[config.mk]
export PLATFORM = sky130hd
export DESIGN_NAME = data_mem_arbiter
export DESIGN_NICKNAME = d
export VERILOG_FILES = /design/src/rtl/gpu_mem_pkg.sv /design/src/rtl/rr_pick.sv /design/src/rtl/data_mem_arbiter.sv
export SDC_FILE = /design/constraint.sdc
export NUM_CORES = 1
export LEC_CHECK = 0
export ABC_CLOCK_PERIOD_IN_PS = 4340
export BUFFER_PORTS_ARGS = -buffer_cell sky130_fd_sc_hd__buf_4
export CAP_MARGIN = 20
export CORE_MARGIN = 2
export CORE_UTILIZATION = 44
export DETAILED_ROUTE_END_ITERATION = 8
export PLACE_DENSITY = 0.77
export SLEW_MARGIN = 20
export SYNTH_ARGS = -nofsm -noshare
export SYNTH_HDL_FRONTEND = slang
export SYNTH_SLANG_ARGS = --single-unit
[constraint.sdc]
create_clock -name clk -period 4.34 [get_ports clk]
set_input_delay 0.217 -clock clk [delete_from_list [all_inputs] [get_ports clk]]
set_output_delay 0.217 -clock clk [all_outputs]
set_load 0.05 [all_outputs]
[src/rtl/gpu_mem_pkg.sv]
// Shared types and helpers for the GPU memory arbiters.
package gpu_mem_pkg;

    typedef enum logic [1:0] {
        IDLE       = 2'd0,
        READ_WAIT  = 2'd1,
        WRITE_WAIT = 2'd2,
        RELAY      = 2'd3
    } arb_state_t;

    // Index width for n requesters; never narrower than one bit.
    function automatic int idx_bits(input int n);
        return (n > 1) ? $clog2(n) : 1;
    endfunction

endpackage

[src/rtl/rr_pick.sv]
// Combinational round-robin picker: first set request at or above ptr_i, with wrap.
module rr_pick
    import gpu_mem_pkg::*;
#(
    parameter  int N  = 4,
    localparam int IB = idx_bits(N)
) (
    input  logic [N-1:0]  req_i,
    input  logic [IB-1:0] ptr_i,
    output logic          grant_valid_o,
    output logic [IB-1:0] grant_idx_o
);

    logic [N-1:0] rot;
    logic [IB:0]  sum;

    // Rotate so bit 0 is the pointer position, then take the lowest set offset.
    always_comb begin
        rot           = N'({req_i, req_i} >> ptr_i);
        grant_valid_o = |rot;
        grant_idx_o   = '0;
        sum           = '0;
        for (int k = N - 1; k >= 0; k--) begin
            if (rot[k]) begin
                sum = {1'b0, ptr_i} + (IB + 1)'(k);
                if (sum >= (IB + 1)'(N)) sum = sum - (IB + 1)'(N);
                grant_idx_o = sum[IB-1:0];
            end
        end
    end

endmodule

[src/rtl/data_mem_arbiter.sv]
// Round-robin arbiter sharing one data-memory channel between LSU requesters.
module data_mem_arbiter
    import gpu_mem_pkg::*;
#(
    parameter int NUM_CONSUMERS = 4,
    parameter int ADDR_BITS     = 8,
    parameter int DATA_BITS     = 8,
    parameter int READ_NUM      = 4
) (
    input  logic                                      clk,
    input  logic                                      reset,
    input  logic [NUM_CONSUMERS-1:0]                  consumer_read_valid,
    input  logic [NUM_CONSUMERS*ADDR_BITS-1:0]        consumer_read_address,
    output logic [NUM_CONSUMERS-1:0]                  consumer_read_ready,
    output logic [NUM_CONSUMERS*READ_NUM*DATA_BITS-1:0] consumer_read_data,
    input  logic [NUM_CONSUMERS-1:0]                  consumer_write_valid,
    input  logic [NUM_CONSUMERS*ADDR_BITS-1:0]        consumer_write_address,
    input  logic [NUM_CONSUMERS*DATA_BITS-1:0]        consumer_write_data,
    output logic [NUM_CONSUMERS-1:0]                  consumer_write_ready,
    output logic                                      mem_read_valid,
    output logic [ADDR_BITS-1:0]                      mem_read_address,
    input  logic                                      mem_read_ready,
    input  logic [READ_NUM*DATA_BITS-1:0]             mem_read_data,
    output logic                                      mem_write_valid,
    output logic [ADDR_BITS-1:0]                      mem_write_address,
    output logic [DATA_BITS-1:0]                      mem_write_data,
    input  logic                                      mem_write_ready
);

    localparam int IB = idx_bits(NUM_CONSUMERS);
    localparam int RW = READ_NUM * DATA_BITS;

    logic [ADDR_BITS-1:0] rd_addr [NUM_CONSUMERS];
    logic [ADDR_BITS-1:0] wr_addr [NUM_CONSUMERS];
    logic [DATA_BITS-1:0] wr_data [NUM_CONSUMERS];

    arb_state_t               state_q, state_d;
    logic [IB-1:0]            idx_q, idx_d;
    logic [IB-1:0]            ptr_q, ptr_d;
    logic                     is_rd_q, is_rd_d;
    logic                     mrv_q, mrv_d;
    logic                     mwv_q, mwv_d;
    logic [ADDR_BITS-1:0]     mra_q, mra_d;
    logic [ADDR_BITS-1:0]     mwa_q, mwa_d;
    logic [DATA_BITS-1:0]     mwd_q, mwd_d;
    logic [NUM_CONSUMERS-1:0] crr_q, crr_d;
    logic [NUM_CONSUMERS-1:0] cwr_q, cwr_d;
    logic [RW-1:0]            rdata_q [NUM_CONSUMERS];
    logic [RW-1:0]            rdata_d [NUM_CONSUMERS];

    logic          gnt_valid;
    logic [IB-1:0] gnt_idx;
    logic          relay_done;

    for (genvar i = 0; i < NUM_CONSUMERS; i++) begin : g_slot
        assign rd_addr[i] = consumer_read_address[i*ADDR_BITS +: ADDR_BITS];
        assign wr_addr[i] = consumer_write_address[i*ADDR_BITS +: ADDR_BITS];
        assign wr_data[i] = consumer_write_data[i*DATA_BITS +: DATA_BITS];
        assign consumer_read_data[i*RW +: RW] = rdata_q[i];
    end

    rr_pick #(.N(NUM_CONSUMERS)) u_pick (
        .req_i         (consumer_read_valid | consumer_write_valid),
        .ptr_i         (ptr_q),
        .grant_valid_o (gnt_valid),
        .grant_idx_o   (gnt_idx)
    );

    // A completed transaction may only be retired once both the requester and
    // memory have released their handshake, so a lingering mem ready cannot
    // complete the next request.
    assign relay_done = is_rd_q ? (!consumer_read_valid[idx_q]  && !mem_read_ready)
                                : (!consumer_write_valid[idx_q] && !mem_write_ready);

    assign mem_read_valid       = mrv_q;
    assign mem_read_address     = mra_q;
    assign mem_write_valid      = mwv_q;
    assign mem_write_address    = mwa_q;
    assign mem_write_data       = mwd_q;
    assign consumer_read_ready  = crr_q;
    assign consumer_write_ready = cwr_q;

    // State and registered-output storage.
    always_ff @(posedge clk or posedge reset) begin
        if (reset) begin
            state_q <= IDLE;
            idx_q   <= '0;
            ptr_q   <= '0;
            is_rd_q <= 1'b0;
            mrv_q   <= 1'b0;
            mwv_q   <= 1'b0;
            mra_q   <= '0;
            mwa_q   <= '0;
            mwd_q   <= '0;
            crr_q   <= '0;
            cwr_q   <= '0;
            for (int i = 0; i < NUM_CONSUMERS; i++) rdata_q[i] <= '0;
        end else begin
            state_q <= state_d;
            idx_q   <= idx_d;
            ptr_q   <= ptr_d;
            is_rd_q <= is_rd_d;
            mrv_q   <= mrv_d;
            mwv_q   <= mwv_d;
            mra_q   <= mra_d;
            mwa_q   <= mwa_d;
            mwd_q   <= mwd_d;
            crr_q   <= crr_d;
            cwr_q   <= cwr_d;
            rdata_q <= rdata_d;
        end
    end

    // Next-state selection.
    always_comb begin
        state_d = state_q;
        case (state_q)
            IDLE:       if (gnt_valid)
                            state_d = consumer_read_valid[gnt_idx] ? READ_WAIT : WRITE_WAIT;
            READ_WAIT:  if (mem_read_ready)  state_d = RELAY;
            WRITE_WAIT: if (mem_write_ready) state_d = RELAY;
            RELAY:      if (relay_done)      state_d = IDLE;
            default:    state_d = IDLE;
        endcase
    end

    // Next values of the registered outputs and grant bookkeeping.
    always_comb begin
        idx_d   = idx_q;
        ptr_d   = ptr_q;
        is_rd_d = is_rd_q;
        mrv_d   = mrv_q;
        mwv_d   = mwv_q;
        mra_d   = mra_q;
        mwa_d   = mwa_q;
        mwd_d   = mwd_q;
        crr_d   = crr_q;
        cwr_d   = cwr_q;
        rdata_d = rdata_q;
        case (state_q)
            IDLE: begin
                if (gnt_valid) begin
                    idx_d = gnt_idx;
                    ptr_d = (gnt_idx == IB'(NUM_CONSUMERS - 1)) ? '0 : gnt_idx + 1'b1;
                    if (consumer_read_valid[gnt_idx]) begin
                        is_rd_d = 1'b1;
                        mrv_d   = 1'b1;
                        mra_d   = rd_addr[gnt_idx];
                    end else begin
                        is_rd_d = 1'b0;
                        mwv_d   = 1'b1;
                        mwa_d   = wr_addr[gnt_idx];
                        mwd_d   = wr_data[gnt_idx];
                    end
                end
            end
            READ_WAIT: begin
                if (mem_read_ready) begin
                    mrv_d          = 1'b0;
                    rdata_d[idx_q] = mem_read_data;
                    crr_d[idx_q]   = 1'b1;
                end
            end
            WRITE_WAIT: begin
                if (mem_write_ready) begin
                    mwv_d        = 1'b0;
                    cwr_d[idx_q] = 1'b1;
                end
            end
            RELAY: begin
                if (relay_done) begin
                    crr_d = '0;
                    cwr_d = '0;
                end
            end
            default: ;
        endcase
    end

endmodule

* After elaboration in Yosys (flattened, before gate mapping)
Index checks and enable logic that the tools add are counted.
Word-level totals: word-level logic and storage cells 123, register bits 169, bits in read-only memories 0, input port bits 140, memories kept 0, memory bits (writable) 0, latch bits 0
Cells by class: shifts and indexed selects 1, muxes and demuxes 50, $lt $le $gt $ge 10, bitwise operators 6, reduce and logical (&&, ||, !) cells 23, divide/modulo/power cells 0, $mul 0, add/subtract/negate cells 8, eq/ne operators 10
Operators by type and width (count):
- 128-bit bitwise mux | 1
- 32-bit demux with 2-bit select | 1
- 8-bit binary-select mux with 2-bit select | 3
- 8-bit two-way mux | 6
- 32-bit two-way mux | 1
- 2-bit two-way mux | 14
- 4-bit case mux with 2 select lines | 2
- 3-bit greater-or-equal comparator (second input constant) | 5
- 1-bit two-way mux | 12
- 4-bit two-way mux | 3
- 2-bit != test (second input constant) | 6
- 4-bit OR | 3
- 3-bit AND reduction | 4
- 4-bit AND reduction | 3
- 2-bit case mux with 4 select lines | 1
- 2-bit nonzero test | 4
- 8-bit by 2-bit right shift with 4-bit output | 1
- 2-bit by 1-bit subtractor with 2-bit output (second input constant) | 4
- 2-bit by 2-bit adder with 3-bit output (second input constant) | 2
- 1-bit binary-select mux with 2-bit select | 3
- 2-bit == test (second input constant) | 3
- 2-bit by 3-bit less-than comparator with 1-bit output (second input constant) | 2
- 2-bit inverter with 3-bit output | 2
- 1-bit logical AND | 4
- 13 further kinds | 18

* Logic depth before layout (Yosys ltp)
Gate-level depths: netlist of the first run.
word-level depth 12, gate-level depth with buffers 8, depth with buffers taken out 6

* Cells and area by module
A second synthesis of the first run with hierarchy kept.
Unflattened totals: cell total of the unflattened synthesis 466, area total of the unflattened synthesis 7365.8 µm²
Modules (own cells, without submodules):
- data_mem_arbiter | cells an instance 451, sequential area each 4229.1 µm², times used 1, area each 7288.2 µm²
- rr_pick | cells an instance 15, sequential area each 0.0 µm², times used 1, area each 77.6 µm²

* Worst setup path before layout of the first run
No wires, ideal clock.
path type reg2reg, start point register ptr_q[1], end point register mwa_q[0] (netlist: mem_write_address[0]), path slack 2121 ps, arrival 2093 ps, setup time 125 ps, stages on the path, launching flop included 8, period minus slack after synthesis 2219 ps, required time 4215 ps, path through dfrtp_1 > and4bb_2 > a32o_1 > or3_4 > a32oi_4 > nor2_4 > buf_6 > mux2_4
Between the ends: longest elaborated chain between the ends 11, elaborated cells on any way between the ends 29, those cells by class add/sub (7); order compare (4); shift (1); mux (13); bitwise (2); reduce/logical (2)
RTL lines:
- from (decl) | RTL line data_mem_arbiter.sv:39 | logic [IB-1:0] ptr_q, ptr_d;
- from (signal assigned) | RTL line data_mem_arbiter.sv:101 | ptr_q <= ptr_d;
- 2-bit by 2-bit adder with 3-bit output | RTL line rr_pick.sv:25 | sum = {1'b0, ptr_i} + (IB + 1)'(k);
- 3-bit greater-or-equal comparator or 2-bit by 1-bit subtractor with 2-bit output (tied branches) | RTL line rr_pick.sv:26 | if (sum >= (IB + 1)'(N)) sum = sum - (IB + 1)'(N);
- 2-bit two-way mux | RTL line rr_pick.sv:26
- 2-bit two-way mux (4 in series) | RTL line rr_pick.sv:24 | if (rot[k]) begin
- 1-bit binary-select mux with 2-bit select or 2-bit inverter with 3-bit output (tied branches) | RTL line data_mem_arbiter.sv:145, data_mem_arbiter.sv:152
- 1-bit two-way mux (implied by the code) or 8-bit binary-select mux with 2-bit select (tied branches) | RTL line data_mem_arbiter.sv:145, data_mem_arbiter.sv:152
- 1-bit inverter (no line) or 8-bit two-way mux (tied branches)
- 3-bit AND reduction (no line) or 8-bit two-way mux (tied branches)
- to (signal assigned) | RTL line data_mem_arbiter.sv:106 | mwa_q <= mwa_d;
- to (decl) | RTL line data_mem_arbiter.sv:44 | logic [ADDR_BITS-1:0] mwa_q, mwa_d;
Parallel ways exist; a longest one is shown, timed or not. The select of a mux whose other input is x is not followed. A chain may end at the register's enable or synchronous reset.

* Final worst setup path of the first run
start point register ptr_q[1], end point register mwd_q[4] (netlist: mem_write_data[4])
Between the ends: longest elaborated chain between the ends 11, elaborated cells on any way between the ends 29, those cells by class add/sub (7); order compare (4); shift (1); mux (13); bitwise (2); reduce/logical (2)
RTL lines:
- 2-bit by 2-bit adder with 3-bit output | RTL line rr_pick.sv:25
- 3-bit greater-or-equal comparator or 2-bit by 1-bit subtractor with 2-bit output (tied branches) | RTL line rr_pick.sv:26
- 2-bit two-way mux | RTL line rr_pick.sv:26
- 2-bit two-way mux (4 in series) | RTL line rr_pick.sv:24
- 1-bit binary-select mux with 2-bit select or 2-bit inverter with 3-bit output (tied branches) | RTL line data_mem_arbiter.sv:145, data_mem_arbiter.sv:153
- 1-bit two-way mux (implied by the code) or 8-bit binary-select mux with 2-bit select (tied branches) | RTL line data_mem_arbiter.sv:145, data_mem_arbiter.sv:153
- 1-bit inverter (no line) or 8-bit two-way mux (tied branches)
- 3-bit AND reduction (no line) or 8-bit two-way mux (tied branches)
- to (signal assigned) | RTL line data_mem_arbiter.sv:107 | mwd_q <= mwd_d;
- to (decl) | RTL line data_mem_arbiter.sv:45 | logic [DATA_BITS-1:0] mwd_q, mwd_d;
Parallel ways exist; a longest one is shown, timed or not. The select of a mux whose other input is x is not followed.

==> results_dict.tcl, run 1 <==
set metrics [dict create \
    run_status "finished, violations left" \
    violations "negative hold slack" \
    worstPathArrival_ns 3.23 \
    setup_ws_ns 1.42 \
    wire_per_inst_um 18.7 \
    setup_violations 0 \
    cts_buffers 17 \
    cp_slowest_cell "buf_4" \
    min_path_type "in -> async" \
    synthCells 517 \
    period_share_pct 67.2 \
    cts_setup_buffers 0 \
    synth-edff-count 0 \
    startpoint_type "flop" \
    layout.cells.non_filler 1048 \
    ctsResizeCount 0 \
    antenna_found_initial 0 \
    final.setup.tns_ns 0 \
    rsz0062_at_grt "false" \
    synth_seq_cells 169 \
    h-tree-depth 4 \
    max_stage_delay_ns 0.56 \
    hpwlAfterDp_mm 14.4 \
    relSlewSlack_pct 35.0 \
    drt_iter0_markers 204 \
    grtUsageTotal_pct 21.8 \
    core_mm2 0.0166 \
    worstSkewPairLatency_ns 0.42 \
    post_drt_via_cell_ratio 5.17 \
    io_buffer_count 301 \
    cts_buffer_depth 2 \
    area_growth_syn_to_layout_pct 41.4 \
    dp_cells 1016 \
    critical_path.top_delay_family "simple AND/OR/NAND/NOR gates" \
    synth-seq-area-share_pct 56.5 \
    yosysWarnings 0 \
    row_count 47 \
    wirelength_mm 19.6 \
    drt-pass1-iter-count 4 \
    dieArea_mm2 0.0181 \
    cts-hold-fix-buffers 0 \
    num_vias 5421 \
    nNetsFinal 959 \
    crit_fanout 34 \
    cap_violations 0 \
    fill_cells 1299 \
    path_clk_slew_ns 0.07 \
    grt_pass1_wl_mm 30.4 \
    critPathKind "reg -> reg" \
    slew_violations 0 \
    syn-cell-area_mm2 0.00748 \
    initial_core_util_pct 45.1 \
    drive_gt1_share_pct 60.3 \
    cp_cell_sequence "or2_2, o211ai_1, or2_2, buf_4, mux2i_1, mux2i_1, mux2_4" \
    die_x_um 134 \
    drc 0 \
    fmax_mhz 343 \
    final.setup_skew_ns 0.00726 \
    grt_max_degree 170 \
    clkSinkCount 169 \
    required_ns 4.65 \
    syn_nets 661 \
    end_kind "flop" \
    hold_slack_ns -0.00952 \
    synth.distinct_cells 51 \
    drtAntennaViolNets 0 \
    diodes 0 \
    die_h_um 134 \
    async_flop_share_pct 100 \
    cts_tree "done" \
    layout_commonest_cell "buf_4" \
    pin_count 302 \
    hold_viol_final 2 \
    ys.flop_type "dfrtp_1" \
    grt_pass1_vias 5756 \
    min_period_ns 2.92 \
    path_buf_inv 1 \
    final_cell_mix "buf_4, dfrtp_1, mux2_2" \
    dp_slack_ns 1.42 \
    syn_area_per_cell_um2 14.5 \
    tightest_slew_ns 0.974 \
    overflow 0 \
    routabilityCongestion 0.846 \
    cts-root-buf "clkbuf_16" \
]
## stage by stage
stage	utilization (%)	cell area, um2
CTS	63.8	10600
floorplan	-	7480
global placement	60.0	9960
detailed placement	60.0	9960
global route	63.8	10600
finish	63.8	10600
## final timing paths
| kind | slack [ns] | depth (start not counted) | endpoint | from |
|---|---|---|---|---|
| min in group clk | 0.05 | 2 | consumer_read_data[48] | mem_read_data[16] |
| max in group asynchronous | 3.62 | 3 | state_q[1] | reset |
| hold / removal | -0.01 | 3 | consumer_read_data[73] | reset |
| setup reg to reg | 1.42 | 7 | mem_write_data[4] | ptr_q[1] |
| setup / recovery | 1.42 | 7 | mem_write_data[4] | ptr_q[1] |
| hold reg to reg | 0.50 | 1 | mem_read_address[1] | mem_read_address[1] |
## layer usage
layer	global-route usage [%]	vias to the layer above	share of wire [%]
li1	-	2468	-
met1	24.6	2676	38
met2	38.5	239	51
met3	6.27	38	7.6
met4	9.24	0	2.7
met5	0	-	0
## synth_stat cells, types with 2 or more instances
| cell | instances | area [um2] |
|---|---|---|
| a21oi_1 | 10 | 50.1 |
| buf_1 | 7 | 26.3 |
| buf_2 | 8 | 40.0 |
| buf_6 | 2 | 22.5 |
| clkbuf_1 | 9 | 33.8 |
| dfrtp_1 | 169 | 4230 |
| ha_1 | 4 | 50.1 |
| inv_1 | 5 | 18.8 |
| mux2_1 | 7 | 78.8 |
| mux2_2 | 136 | 1530 |
| mux2_4 | 10 | 150 |
| mux2i_1 | 72 | 721 |
| nand2_1 | 7 | 26.3 |
| nand3_1 | 3 | 15.0 |
| nor2_1 | 16 | 60.1 |
| nor2b_1 | 4 | 25.0 |
| nor3_1 | 4 | 20.0 |
| o211ai_1 | 2 | 15.0 |
| o21ai_0 | 8 | 40.0 |
| or2_1 | 2 | 12.5 |
| or2_2 | 2 | 12.5 |
## worst reg2reg max path: cells and delay by family, from the launching register on
family,cells,cell delay (ns)
simple gates,2,0.81
mux,3,0.69
flops,1,0.46
compound gates,1,0.28
buf+inv,1,0.56
## final cells by class
| class | count | area (um2) | area share [%] |
|---|---|---|---|
| sequential | 169 | 4230 | 40.0 |
| clock buffer | 20 | 467 | 4.41 |
| multi-input combinational | 317 | 3130 | 29.6 |
| inverter | 5 | 22.5 | 0.213 |
| tap | 220 | 275 | 2.60 |
| timing repair buffer | 305 | 2300 | 21.8 |
| clock inverter | 12 | 155 | 1.47 |
## state kept, by name, indices dropped and copies added, names as in the netlist
register and count:
consumer_read_data 128, mem_read_address 8, mem_write_address 8, mem_write_data 8, consumer_read_ready 4, consumer_write_ready 4, idx_q 2, ptr_q 2
state_q 2, is_rd_q 1, mem_read_valid 1, mem_write_valid 1
## kinds of logic after synthesis
logic type,count (synthesis),share of synthesized area (%)
AOI/OAI and AO/OA,33,3.15
muxes,227,33.8
and+or+nand+nor,52,3.81
xor gates and xnor gates,1,0.117
adders and majority gates,4,0.669
DFF,169,56.5
buffers and inverters,31,1.89
Power of run 1 is not shown: default switching activity piles up to over one toggle a cycle in this logic, so the estimate is an artifact.
==> inputs of run 2 (changes only) <==
ABC_AREA = 1   (was not set)
ABC_CLOCK_PERIOD_IN_PS = 2640   (was 4340)
CORE_UTILIZATION = 45   (was 44)
clock period = 2.64 ns   (was 4.34 ns; I/O delays follow)
==> run 2 against run 1 <==
The flow now finishes without violations. Via count increased by 44%. Critical path depth rose by 5. Highest routed layer unchanged. Critical path type unchanged. Final cell count grew 47%. Cell area rose by 6.5%.
==> results_dict.tcl, run 2 <==
set metrics [dict create \
    initial_core_util_pct 46.1 \
    grt.met3_usage_pct 7.19 \
    p_leak_uw 0.00615 \
    drc 0 \
    final.setup.tns_ns 0 \
    drt_iter0_markers 562 \
    dieArea_mm2 0.0188 \
    run_status "finished clean" \
    layout_commonest_cell "buf_4" \
    cp_slowest_cell "dfrtp_2" \
    cts_buffer_depth 2 \
    h-tree-depth 4 \
    power_frac_seq_pct 25.9 \
    syn-cell-area_mm2 0.00797 \
    die_h_um 137 \
    startpoint_type "flop" \
    area_growth_syn_to_layout_pct 41.3 \
    grt_pass1_wl_mm 38.7 \
    synth_top_family_by_area "simple AND/OR/NAND/NOR gates" \
    pin_count 302 \
    post_drt_via_cell_ratio 5.07 \
    switching_share_pct 53.5 \
    final.setup_skew_ns 0.0108 \
    end_kind "flop" \
    grtUsageMet2_pct 42.9 \
    cp_cell_sequence "inv_6, nand2_1, nand3_1, nand2_2, inv_2, nand3b_1, nand3_1, nand3_1, nand2_4, nand3_4, nand2_2, nand2_1" \
    yosysTopAreaCellShare_pct 53.0 \
    drtAntennaViolNets 0 \
    row_count 48 \
    relSlewSlack_pct 57.7 \
    setup_violations 0 \
    register_area_mm2 0.00423 \
    max_stage_delay_ns 0.50 \
    wire_per_inst_um 16.0 \
    clkPwrFrac_pct 13.7 \
    min_period_ns 2.46 \
    worstSkewPairLatency_ns 0.43 \
    multi_input_area_mm2 0.00298 \
    worstPathArrival_ns 2.77 \
    yosys.area_share.xor_xnor_pct 0.110 \
    async_flop_share_pct 100 \
    p_comb_share_pct 60.4 \
    largest_reg_flops 128 \
    min_path_type "in -> reg" \
    num_vias 7806 \
    path_clk_slew_ns 0.07 \
    clkSinkCount 169 \
    dp_cells 1490 \
    drive_gt1_share_pct 29.8 \
    cts_buffers 17 \
    syn_nets 1137 \
    antenna_found_initial 0 \
    cap_violations 0 \
    post_synth_most_frequent_cells "nand2_1, dfrtp_1, inv_1" \
    path_buf_inv 2 \
    slew_violations 0 \
    p_switching_uw 9510 \
    dp_slack_ns 0.169 \
    syn_area_per_cell_um2 8.03 \
    die_x_um 137 \
    layout.cells.non_filler 1540 \
    diodes 0 \
    synth-compound-area-share_pct 10.9 \
    ys.flop_type "dfrtp_1" \
    setup_ws_ns 0.182 \
    fill_cells 1425 \
    synth-seq-area-share_pct 53.0 \
    synth-edff-count 0 \
    drt-pass1-iter-count 5 \
    overflow 0 \
    final_cell_mix "buf_4, nand2_1, dfrtp_1" \
    synthCells 993 \
    tightest_slew_ns 0.633 \
    synth_simple_gate_area_share_pct 25.6 \
    synth.distinct_cells 28 \
    synth_adder_area_share_pct 0.628 \
    nNetsFinal 1446 \
    wirelength_mm 24.6 \
    grtUsageTotal_pct 26.4 \
    met1_usage_pct 33.5 \
    hold_viol_final 0 \
    p_int_uw 8260 \
    critical_path.top_delay_family "simple AND/OR/NAND/NOR gates" \
    period_share_pct 93.1 \
    required_ns 2.96 \
    cp_common_cell "nand3_1" \
    critPathKind "reg -> reg" \
    cts-root-buf "clkbuf_16" \
    synth_seq_cells 169 \
    crit_fanout 18 \
    io_buffer_count 301 \
    synth.most_common_cell "nand2_1" \
    synthTopCellsByArea "dfrtp_1, nand2_1, nand3_1, o21ai_0, inv_1" \
    ir_drop_mv 0.962 \
    grt_max_degree 80 \
    core_mm2 0.0173 \
    synth.area.mux_share_pct 0 \
    powerDensity_mw_per_mm2 1580 \
    grt_pass1_vias 7565 \
    grt_busiest_layer "met2" \
    cts_tree "done" \
    yosysWarnings 0 \
    rsz0062_at_grt "false" \
    synth_area_leader_cell "dfrtp_1" \
    hpwlAfterDp_mm 17.7 \
    routabilityCongestion 0.934 \
    fmax_mhz 407 \
]
[run 2: cells by family (layout without fill, tap and decap cells)]
group	after synthesis	after routing
AND/OR/NAND/NOR	457	457
buffers and inverters	194	516
flip-flops	169	169
AO/OA/AOI/OAI	168	168
adder cells (fa/ha/maj)	4	4
XOR/XNOR	1	1
[run 2: area by class of cell]
class / count / area share (%)
inverter: 144 / 4.88
multi-input combinational: 630 / 26.5
clock buffer: 18 / 3.90
sequential: 169 / 37.6
timing repair buffer: 340 / 23.4
clock inverter: 14 / 1.28
tap: 225 / 2.50
[run 2: path summary, 6_finish.rpt]
check                                          end  depth (start not counted)                    from  slack [ns]
max                              mem_write_data[5]                         12                ptr_q[0]        0.18
min                        consumer_read_data[106]                          3       mem_read_data[10]        0.01
max reg2reg                      mem_write_data[5]                         12                ptr_q[0]        0.18
min reg2reg                 consumer_read_data[83]                          2  consumer_read_data[83]        0.48
max in group asynchronous   consumer_read_data[34]                          4                   reset        1.51
min in group asynchronous   consumer_read_data[55]                          3                   reset        0.34
[run 2: repair_timing]
| item | in CTS | in global routing |
|---|---|---|
| hold buffers | 18 | 0 |
| buffers inserted | 0 | 0 |
| hold endpoints to repair | 45 | 0 |
| setup endpoints to repair | 0 | 26 |
| resized for setup | 0 | 1 |
[run 2: stage by stage]
| step | hold slack (ns) | total power [uW] | util (%) | instance area (um2) |
|---|---|---|---|---|
| 6_report | 0.0106 | 17800 | 65.1 | 11300 |
| 5_1_grt | 0.0103 | 18800 | 65.1 | 11300 |
| 4_1_cts | 0.000977 | 17800 | 65.1 | 11300 |
| 3_5_place_dp | 0.256 | 15300 | 60.7 | 10500 |
| 3_3_place_gp | 0.253 | 15100 | 60.7 | 10500 |
| 2_1_floorplan | 0.300 | 12000 | - | 7980 |
[run 2: power by group through the flow]
stage	combinational (uW)	clock, uW	sequential [uW]
3_3_place_gp	10500	0	4580
6_report	10700	2440	4600
5_1_grt	11400	2600	4740
2_1_floorplan	3550	0	8440
4_1_cts	10700	2480	4590
3_5_place_dp	10700	0	4570
[run 2: worst min-delay path, cell delays in order]
cell and delay (ns):
buf_4 0.08, inv_1 0.06, a21oi_1 0.13
[run 2: routing by layer]
metal,share of wire (%),wire (um),vias up
met1,41,10000,3680
met3,8.0,1970,51
li1,-,-,3764
met4,3.2,784,0
met5,0,0,-
met2,48,11800,311
Power figures use the tool's default switching activity.
